File: src/rtl/mux_scan_if.sv
// Bus bundle for mux_scan: channel inputs, select/mode/enable controls and the
// registered output word with its valid/ready handshake.
interface mux_scan_if #(
    parameter int WIDTH = 1,
    parameter int CH    = 8
);
    localparam int SW = $clog2(CH);

    logic [CH*WIDTH-1:0] I;
    logic [SW-1:0]       S;
    logic                mode;
    logic                en;
    logic [WIDTH-1:0]    O;
    logic [SW-1:0]       o_sel;
    logic                o_valid;
    logic                o_ready;
    logic                wrap;

    modport master (
        output I, S, mode, en, o_ready,
        input  O, o_sel, o_valid, wrap
    );

    modport slave (
        input  I, S, mode, en, o_ready,
        output O, o_sel, o_valid, wrap
    );
endinterface

File: src/rtl/mux_scan.sv
// Registered channel multiplexer with manual select or round-robin auto-scan,
// a one-word output buffer under valid/ready flow control and a pass-end pulse.
module mux_scan #(
    parameter int WIDTH = 1,
    parameter int CH    = 8
) (
    input  logic     clk,
    input  logic     rstn,
    mux_scan_if.slave bus
);
    localparam int SW = $clog2(CH);

    typedef enum logic {EMPTY = 1'b0, FULL = 1'b1} state_t;

    state_t           state_q, state_d;
    logic [WIDTH-1:0] o_q, o_d;
    logic [SW-1:0]    sel_q, sel_d;
    logic [SW-1:0]    ptr_q, ptr_d;
    logic             wrap_q, wrap_d;

    logic [WIDTH-1:0] ch_w [CH];
    logic [SW-1:0]    csel;
    logic             cap;

    genvar gi;
    generate
        for (gi = 0; gi < CH; gi++) begin : g_ch
            assign ch_w[gi] = bus.I[gi*WIDTH +: WIDTH];
        end
    endgenerate

    assign csel = bus.mode ? ptr_q : bus.S;
    // A held word may be replaced in the same edge it is consumed.
    assign cap  = bus.en & ((state_q == EMPTY) | bus.o_ready);

    always_comb begin
        state_d = state_q;
        o_d     = o_q;
        sel_d   = sel_q;
        ptr_d   = ptr_q;
        wrap_d  = 1'b0;
        if (cap) begin
            state_d = FULL;
            o_d     = ch_w[csel];
            sel_d   = csel;
            ptr_d   = csel + SW'(1);
            wrap_d  = bus.mode & (csel == SW'(CH - 1));
        end else if (state_q == FULL && bus.o_ready) begin
            state_d = EMPTY;
        end
    end

    always_ff @(posedge clk or negedge rstn) begin
        if (!rstn) begin
            state_q <= EMPTY;
            o_q     <= '0;
            sel_q   <= '0;
            ptr_q   <= '0;
            wrap_q  <= 1'b0;
        end else begin
            state_q <= state_d;
            o_q     <= o_d;
            sel_q   <= sel_d;
            ptr_q   <= ptr_d;
            wrap_q  <= wrap_d;
        end
    end

    assign bus.O       = o_q;
    assign bus.o_sel   = sel_q;
    assign bus.o_valid = (state_q == FULL);
    assign bus.wrap    = wrap_q;
endmodule

File: src/flat_wrapper.sv
// flat-port wrapper written by rule: the top's interface ports become plain ports
module mux_scan_flat 
#(
    parameter int WIDTH = 1,
    parameter int CH    = 8
)
  (clk, rstn, bus_I, bus_S, bus_mode, bus_en, bus_o_ready, bus_O, bus_o_sel, bus_o_valid, bus_wrap);
  mux_scan_if #(.WIDTH(WIDTH), .CH(CH)) bus_i ();
  input  logic clk;
  input  logic rstn;
  input wire logic [$bits(bus_i.I)-1:0] bus_I;
  input wire logic [$bits(bus_i.S)-1:0] bus_S;
  input wire logic [$bits(bus_i.mode)-1:0] bus_mode;
  input wire logic [$bits(bus_i.en)-1:0] bus_en;
  input wire logic [$bits(bus_i.o_ready)-1:0] bus_o_ready;
  output wire logic [$bits(bus_i.O)-1:0] bus_O;
  output wire logic [$bits(bus_i.o_sel)-1:0] bus_o_sel;
  output wire logic [$bits(bus_i.o_valid)-1:0] bus_o_valid;
  output wire logic [$bits(bus_i.wrap)-1:0] bus_wrap;
  assign bus_i.I = bus_I;
  assign bus_i.S = bus_S;
  assign bus_i.mode = bus_mode;
  assign bus_i.en = bus_en;
  assign bus_i.o_ready = bus_o_ready;
  assign bus_O = bus_i.O;
  assign bus_o_sel = bus_i.o_sel;
  assign bus_o_valid = bus_i.o_valid;
  assign bus_wrap = bus_i.wrap;
  mux_scan #(.WIDTH(WIDTH), .CH(CH)) u_core (.clk(clk), .rstn(rstn), .bus(bus_i));
endmodule
File: config.mk
export PLATFORM = sky130hd
export DESIGN_NAME = mux_scan_flat
export DESIGN_NICKNAME = d
export VERILOG_FILES = /design/src/rtl/mux_scan_if.sv /design/src/rtl/mux_scan.sv /design/src/flat_wrapper.sv
export SDC_FILE = /design/constraint.sdc
export NUM_CORES = 1
export LEC_CHECK = 0
export CAP_MARGIN = 0
export CORE_AREA = 2 2 39 41
export DETAILED_ROUTE_END_ITERATION = 16
export DIE_AREA = 0 0 41 43
export GPL_TIMING_DRIVEN = 0
export PLACE_DENSITY_LB_ADDON = 0.2
export SYNTH_ARGS = -nofsm -noshare
export SYNTH_HDL_FRONTEND = slang
export SYNTH_SLANG_ARGS = --single-unit
File: constraint.sdc
create_clock -name clk -period 2.34 [get_ports clk]
set_clock_uncertainty 0.05 [all_clocks]
set_input_delay 0.468 -clock clk [delete_from_list [all_inputs] [get_ports clk]]
set_output_delay 0.468 -clock clk [all_outputs]
set_load 0.01 [all_outputs]
Word level (Yosys, flattened, before mapping). Index checks and enable logic that the tools add are counted.

Register bits: 9. Output and inout port bits: 6. Word-level logic and storage cells: 22.

Equality and inequality tests: 1. $lt $le $gt $ge: 1. $add $sub $neg: 1. Reductions and logical operators: 2. Mux-type cells: 7. Bitwise logic cells: 5.

Operators with widths (count): $mux W1 (5); $ge A4 B4 Y1 const B (1); $not A3 Y4 (1); $add A3 B1 Y3 const B (1); $bmux W1 S3 (1); $eq A3 B3 Y1 const B (1); $mux W3 (1); $and A1 B1 Y1 (2); $reduce_bool A2 Y1 (1); $logic_and A1 B1 Y1 (1); $not A1 Y1 (1); $or A1 B1 Y1 (1).

Logic depth before layout (Yosys ltp). Gate-level depths: netlist (run 1).

Depth after elaboration: 5. Depth in mapped cells: 5. Depth with buffers taken out: 5.

Worst setup path after synthesis (run 1). Ideal clock, no wire load.

Path type: input-to-reg. From: input bus_mode. To: register u_core.ptr_q[2]. Arrival time: 1.490 ns. Slack: 0.675 ns. Buffers on the path: 0. Stages on the path: 4. Cells stage by stage: mux2_2 > ha_1 > ha_1 > mux2_2.

Cells in the longest elaborated chain, start to end: 2.

RTL lines: from (decl) (line flat_wrapper.sv:13) `input wire logic [$bits(bus_i.mode)-1:0] bus_mode;`; $mux W3 (line mux_scan.sv:32) `assign csel = bus.mode ? ptr_q : bus.S;`; $add A3 B1 Y3 (line mux_scan.sv:46) `ptr_d = csel + SW'(1);`; to (signal assigned) (line mux_scan.sv:64) `ptr_q <= ptr_d;`; to (decl) (line mux_scan.sv:18) `logic [SW-1:0] ptr_q, ptr_d;`.

No other way between the ends. A chain may end at the register's enable or synchronous reset.

Final worst setup path (run 1).
From: input bus_mode. To: register u_core.ptr_q[2].

Cells in the longest elaborated chain, start to end: 2.

RTL lines: $mux W3 (line mux_scan.sv:32); net u_core.csel[1] (line mux_scan.sv:22) `logic [SW-1:0] csel;`; $add A3 B1 Y3 (line mux_scan.sv:46).

The timed path passes the listed nets, and every way through them passes these cells.

==> impl_results.md, run 1 <==
- Initial antenna violation count: 0
- Worst setup margin: between 0.2 and 0.3 ns
- CTS Buf Count: 3
- Fin crit share: 0.886
- CTS tree: done
- R2r setup slk: 0.79 ns
- Worst slew pin tran: 0.423 ns
- Synth top area cells: dfrtp_1 50%, mux2_2 12%, mux4_1 12%
- Via count of the first global-routing pass: approximately 340
- Design Area, Final: 708 um^2
- R2R Path End: u_core.ptr_q[2]$_DFFE_PN0P_
- # setup viols final: 0
- RR Startpoint: u_core.ptr_q[0]$_DFFE_PN0P_
- Worst setup path start: bus_mode
- DIE WIDTH: 41 um
- Initial Utilization: 0.326
- Slew Limit Fails: 0
- Worst min path class: reg -> reg
- Clock net sink count: 9
- DP Area: 682 um^2
- Hold Fails Final Rpt: 0
- Pwr dens: about 750 nW/um^2
- Top-area cell type share of the netlist area: 0.499
- Post-CTS Hold Buffers: 0
- CP Capture Type: register
- DP Wirelength: 653 um
- Worst skew pair latency: approximately 0.26 ns
- Data arrival, critical path: 2.17 ns
- Row count: 14
- Peak supply drop: 0.331 mV
- Unrepaired setup endpoints after global routing: false
- Diode count: 0
- GPL Wtd Cong: 0.652
- Yosys cell types: 13
- Final wirelength: 849 um
- Layout cells sized above 1: 0.153
- Synthesized Nets: 52
- Area of the multi-input gates: ~220 um^2
- H-tree lvl count: 1
- Post-CTS setup buffers: 0
- Area of the die: ~1800 um^2
- FILL cells: ~130
- R2r worst-path depth: 4
- Nets: between 70 and 80
- Via count of the routed design: 341
- Core area: between 1000 and 1500 um^2
- Critical path class: in -> reg
- Pwr Total: around 530 uW
- Clock tree buffer depth: 2
- Hold_ws: 0.431 ns
- Remaining routing DRC violations: 0
- Place WS: -0.00500 ns
- Area Growth Syn to Fin: 56.8%
- Register area: between 200 and 250 um^2
- Resized cells post-CTS: 0
- DR pass1 iterations: 2
- Antenna-violating nets left: 0
- Critical Path Source Type: primary input
- Total gr overflow: 0
- Cells after Synth: 34
- Critical path capture point: u_core.ptr_q[2]$_DFFE_PN0P_
- Synth warnings: 0
- # IOs: 22
- Routed WL per cell: 11.3 um
- Leak pwr: 0.000311 uW
- PortBufs: 21
- FF+latch count, synth: 9
- DRT iter0 DRCs: 1
- Rel. slew slack: 0.718
- Vias per cell: 4.55
- Yosys top cell by area: dfrtp_1
- Largest net degree at the start of global routing: 11
- Die height: 43 um
- Syn_area_per_cell: between 10 and 15 um^2
- Status: completed
- CTS clk-pin slew, worst paths: 0.06 ns
- Post-synthesis sequential area ratio: 0.499
- Global Route Usage Sum: 0.126
- First-pass GRT wire length: 1.44 mm
- Max FO, Critical Path: 4
- Max Fclk: 482 MHz
- Minimum clock period: between 2 and 2.5 ns
- CTS root buffer: clkbuf_4
- Critical path required time: roughly 2.4 ns
- Post-Syn Area: 452 um^2
- MaxCap Viol Count: 0
final cells by class:
type | count | share of cell area
plain buffers | 1 | 0.00530
clock buffers | 4 | 0.0371
inverters | 1 | 0.00530
multi-input cells | 23 | 0.309
flip-flops and latches | 9 | 0.318
well taps | 16 | 0.0283
repair buffers | 21 | 0.297
cells by family (layout without fill, tap and decap cells):
| logic type | after synthesis | in the layout | synth area share |
|---|---|---|---|
| AOI/OAI and AO/OA | 3 | 3 | 0.0332 |
| adders and majority gates | 2 | 2 | 0.0554 |
| buffers and inverters | 2 | 27 | 0.0166 |
| DFF | 9 | 9 | 0.499 |
| muxes | 10 | 10 | 0.319 |
| and+or+nand+nor | 8 | 8 | 0.0776 |
report_power, final:
part | leakage, uW | switching [uW] | internal [uW] | total (uW)
Combinational | 0.000187 | 69.9 | 121 | 191
Sequential | 0.000108 | 20.0 | 200 | 220
Clock | 0.0000150 | 52.3 | 65.6 | 118
flip-flops by register name, summed over array words and instances, names as in the netlist:
| signal | cells |
|---|---|
| u_core.bus.o_valid | 1 |
| u_core.bus.wrap | 1 |
| u_core.ptr_q | 3 |
| u_core.bus.O | 1 |
| u_core.bus.o_sel | 3 |
metrics by stage:
step / utilization / std cells / setup TNS [ns]
2_1_floorplan: - / 34 / 0
3_3_place_gp: 0.493 / 71 / -0.0143
3_5_place_dp: 0.493 / 71 / -0.00500
4_1_cts: 0.512 / 75 / 0
5_1_grt: 0.512 / 75 / 0
6_report: 0.512 / 75 / 0
critical path: stages:
cell             delay (ns)
clkdlybuf4s50_1        0.58
mux2_2                 0.41
ha_1                   0.19
ha_1                   0.26
mux2_2                 0.25
cells in the final DEF (no fill, tap or decap), drive strengths merged:
master	netlist	final
clkdlybuf4s50	0	21
inv	1	1
mux2i	2	2
nor2	1	1
o21ai	3	3
mux4	2	2
dfrtp	9	9
nand2	5	5
nand2b	2	2
ha	2	2
mux2	6	6
clkbuf	1	5
layer usage:
metal | track usage | wire length [um] | vias up
met5 | 0 | 0 | -
met4 | 0.0200 | 0 | 0
met3 | 0.0942 | 72 | 0
met2 | 0.188 | 420 | 13
met1 | 0.145 | 356 | 158
li1 | - | - | 170
cells in the mapped netlist, drive strengths merged:
cell type and count:
nor2 1, mux2i 2, o21ai 3, ha 2, mux2 6, clkbuf 1
mux4 2, inv 1, dfrtp 9, nand2b 2, nand2 5
how the worst min path moves through the flow:
| stage | slack, ns | cells after the start | to | start |
|---|---|---|---|---|
| CTS | 0.44 | 2 | u_core.ptr_q[0]$_DFFE_PN0P_ | u_core.ptr_q[0]$_DFFE_PN0P_ |
| detailed placement | 0.43 | 2 | u_core.ptr_q[0]$_DFFE_PN0P_ | u_core.ptr_q[0]$_DFFE_PN0P_ |
| finish | 0.43 | 2 | u_core.bus.o_sel[2]$_DFFE_PN0P_ | u_core.bus.o_sel[2]$_DFFE_PN0P_ |
| global placement | 0.41 | 2 | u_core.bus.o_sel[2]$_DFFE_PN0P_ | u_core.bus.o_sel[2]$_DFFE_PN0P_ |
| floorplan | 0.12 | 0 | u_core.bus.O$_DFFE_PN0P_ | rstn |
| global route | 0.46 | 2 | u_core.bus.O$_DFFE_PN0P_ | u_core.bus.O$_DFFE_PN0P_ |
Power figures use the tool's default switching activity.
==> run 2, diff against run 1 <==
--- a/config.mk
+++ b/config.mk
@@ -11,6 +11,8 @@
 export DIE_AREA = 0 0 41 43
 export GPL_TIMING_DRIVEN = 0
 export PLACE_DENSITY_LB_ADDON = 0.2
+export RECOVER_POWER = 50
+export REMOVE_ABC_BUFFERS = 1
 export SYNTH_ARGS = -nofsm -noshare
 export SYNTH_HDL_FRONTEND = slang
 export SYNTH_SLANG_ARGS = --single-unit
==> impl_results.md, run 2 (synthesis gave the netlist of run 1 again) <==
- Hold wc startpoint: u_core.bus.o_sel[2]$_DFFE_PN0P_
- Critical path required time: 2.43 ns (about the same)
- RR Startpoint: u_core.ptr_q[0]$_DFFE_PN0P_
- Max FO, Critical Path: 4 (unchanged)
- Worst setup path start: bus_mode
- Leak pwr: 0.000310 uW (-0.21%)
- FILL cells: 139 (+7.8%)
- GPL Wtd Cong: 0.658 (+0.86%)
- Max Fclk: 483 MHz (+0.22%)
- MaxCap Viol Count: 0 (unchanged)
- Vias per cell: 4.47 (-1.6%)
- CTS root buffer: clkbuf_4
- Commonest non-fill, non-tap cell in the layout: clkdlybuf4s50_1
- Status: completed
- Commonest cells after routing, fill and taps aside: 19 x clkdlybuf4s50_1, 9 x dfrtp_1, 5 x mux2_2, 5 x nand2_1, 3 x clkbuf_4
- Post-CTS Hold Buffers: 0 (unchanged)
- # setup viols final: 0 (unchanged)
- Comb pwr share: 0.357 (-0.005)
- Routed WL per cell: 10.1 um (-10%)
- DP Wirelength: 594 um (-9.1%)
- Area of the die: 1760 um^2 (unchanged)
- DRT iter0 DRCs: 1 (unchanged)
- Place WS: -0.0114 ns (-0.00637 ns)
- Critical path class: in -> reg
- Worst min path class: reg -> reg
- Antenna-violating nets left: 0 (unchanged)
- Total gr overflow: 0 (unchanged)
- Worst setup margin: 0.271 ns (+0.00464 ns)
- DIE WIDTH: 41 um (unchanged)
- Via count of the first global-routing pass: 282 (-17%)
- Row count: 14 (unchanged)
- Clock net sink count: 9 (unchanged)
- Power Internal: 385 uW (-0.24%)
- Final wirelength: 751 um (-12%)
- Hold Fails Final Rpt: 0 (unchanged)
- CP Capture Type: register
- CTS Buf Count: 3 (unchanged)
- Minimum clock period: 2.07 ns (-0.00464 ns)
- First-pass GRT wire length: 1.19 mm (-18%)
- DR pass1 iterations: 2 (unchanged)
- PortBufs: 21 (unchanged)
- Pwr dens: 745 nW/um^2 (-0.17%)
- Seq pwr share: 0.418 (+0.003)
- Remaining routing DRC violations: 0 (unchanged)
- Largest net degree at the start of global routing: 12 (+1)
- Diode count: 0 (unchanged)
- Critical Path Source Type: primary input
- Sw Pwr: 139 uW (-1.9%)
- Data arrival, critical path: 2.16 ns (about the same)
- Global Route Usage Sum: 0.104 (-0.0220)
- Clock share of power: 0.225 (+0.002)
- H-tree lvl count: 1 (unchanged)
- Die height: 43 um (unchanged)
- Unrepaired setup endpoints after global routing: false
- Peak supply drop: 0.318 mV (-3.9%)
- # IOs: 22 (unchanged)
- Initial Utilization: 0.326 (unchanged)
- Clock tree buffer depth: 2 (unchanged)
- Post-CTS setup buffers: 0 (unchanged)
- Initial antenna violation count: 0 (unchanged)
- Layout cells sized above 1: 0.155 (+0.00263)
- Nets: 77 (-1.3%)
- Area Growth Syn to Fin: 56.0%
- CTS tree: done
- DP Area: 678 um^2 (-0.55%)
- Slew Limit Fails: 0 (unchanged)
- Fin crit share: 0.884 (-0.00198)
- Resized cells post-CTS: 0 (unchanged)
- CTS clk-pin slew, worst paths: 0.06 ns (about the same)
- Sw Share: 0.266 (-0.00336)
- Design Area, Final: 704 um^2 (-0.53%)
- Core area: 1380 um^2 (unchanged)
- Via count of the routed design: 331 (-2.9%)
- Worst slew pin tran: 0.413 ns (-0.00965 ns)
- Worst skew pair latency: 0.25 ns (about the same)
- Rel. slew slack: 0.724 (+0.00553)
[run 2: per-stage QoR]
stage	setup TNS (ns)	power (uW)	hold WS, ns	cells	utilization
after global routing	0	569	0.452	74	0.509
after CTS	0	538	0.433	74	0.509
after detailed placement	-0.0114	415	0.419	70	0.490
after floorplan	0	323	0.122	33	-
after global placement	-0.0227	412	0.413	70	0.490
final	0	525	0.425	74	0.509
[run 2: cell type report]
type	instances	area, um^2	area share
timing repair buffer	21	210	0.298
sequential	9	225	0.320
tap	16	20.0	0.0284
inverter	1	3.75	0.00533
clock buffer	4	26.3	0.0373
multi-input combinational	23	219	0.311
[run 2: final timing paths]
check | cells past startpoint | end | slack, ns
max in group asynchronous | 1 | u_core.ptr_q[0]$_DFFE_PN0P_ | 1.43
max | 5 | u_core.ptr_q[2]$_DFFE_PN0P_ | 0.27
min | 2 | u_core.bus.o_sel[2]$_DFFE_PN0P_ | 0.43
min in group asynchronous | 1 | u_core.bus.wrap$_DFF_PN0_ | 0.53
min reg2reg | 2 | u_core.bus.o_sel[2]$_DFFE_PN0P_ | 0.43
max reg2reg | 4 | u_core.ptr_q[2]$_DFFE_PN0P_ | 0.79
[run 2: critical path, cell delays in order]
cell and delay, ns:
clkdlybuf4s50_1 0.58, mux2_2 0.40, ha_1 0.19, ha_1 0.26, mux2_2 0.25
[run 2: power groups by stage]
stage / Clock, uW / Combinational [uW] / Sequential (uW)
2_1_floorplan: 0 / 91.4 / 231
3_3_place_gp: 0 / 191 / 221
3_5_place_dp: 0 / 192 / 223
4_1_cts: 126 / 193 / 220
5_1_grt: 134 / 208 / 227
6_report: 118 / 187 / 219
[run 2: metal layers]
metal,GRT usage,wire length (um),vias up
met5,0,0,-
met3,0.0314,86,2
met1,0.149,339,143
met2,0.116,321,17
met4,0.100,4,0
li1,-,-,169
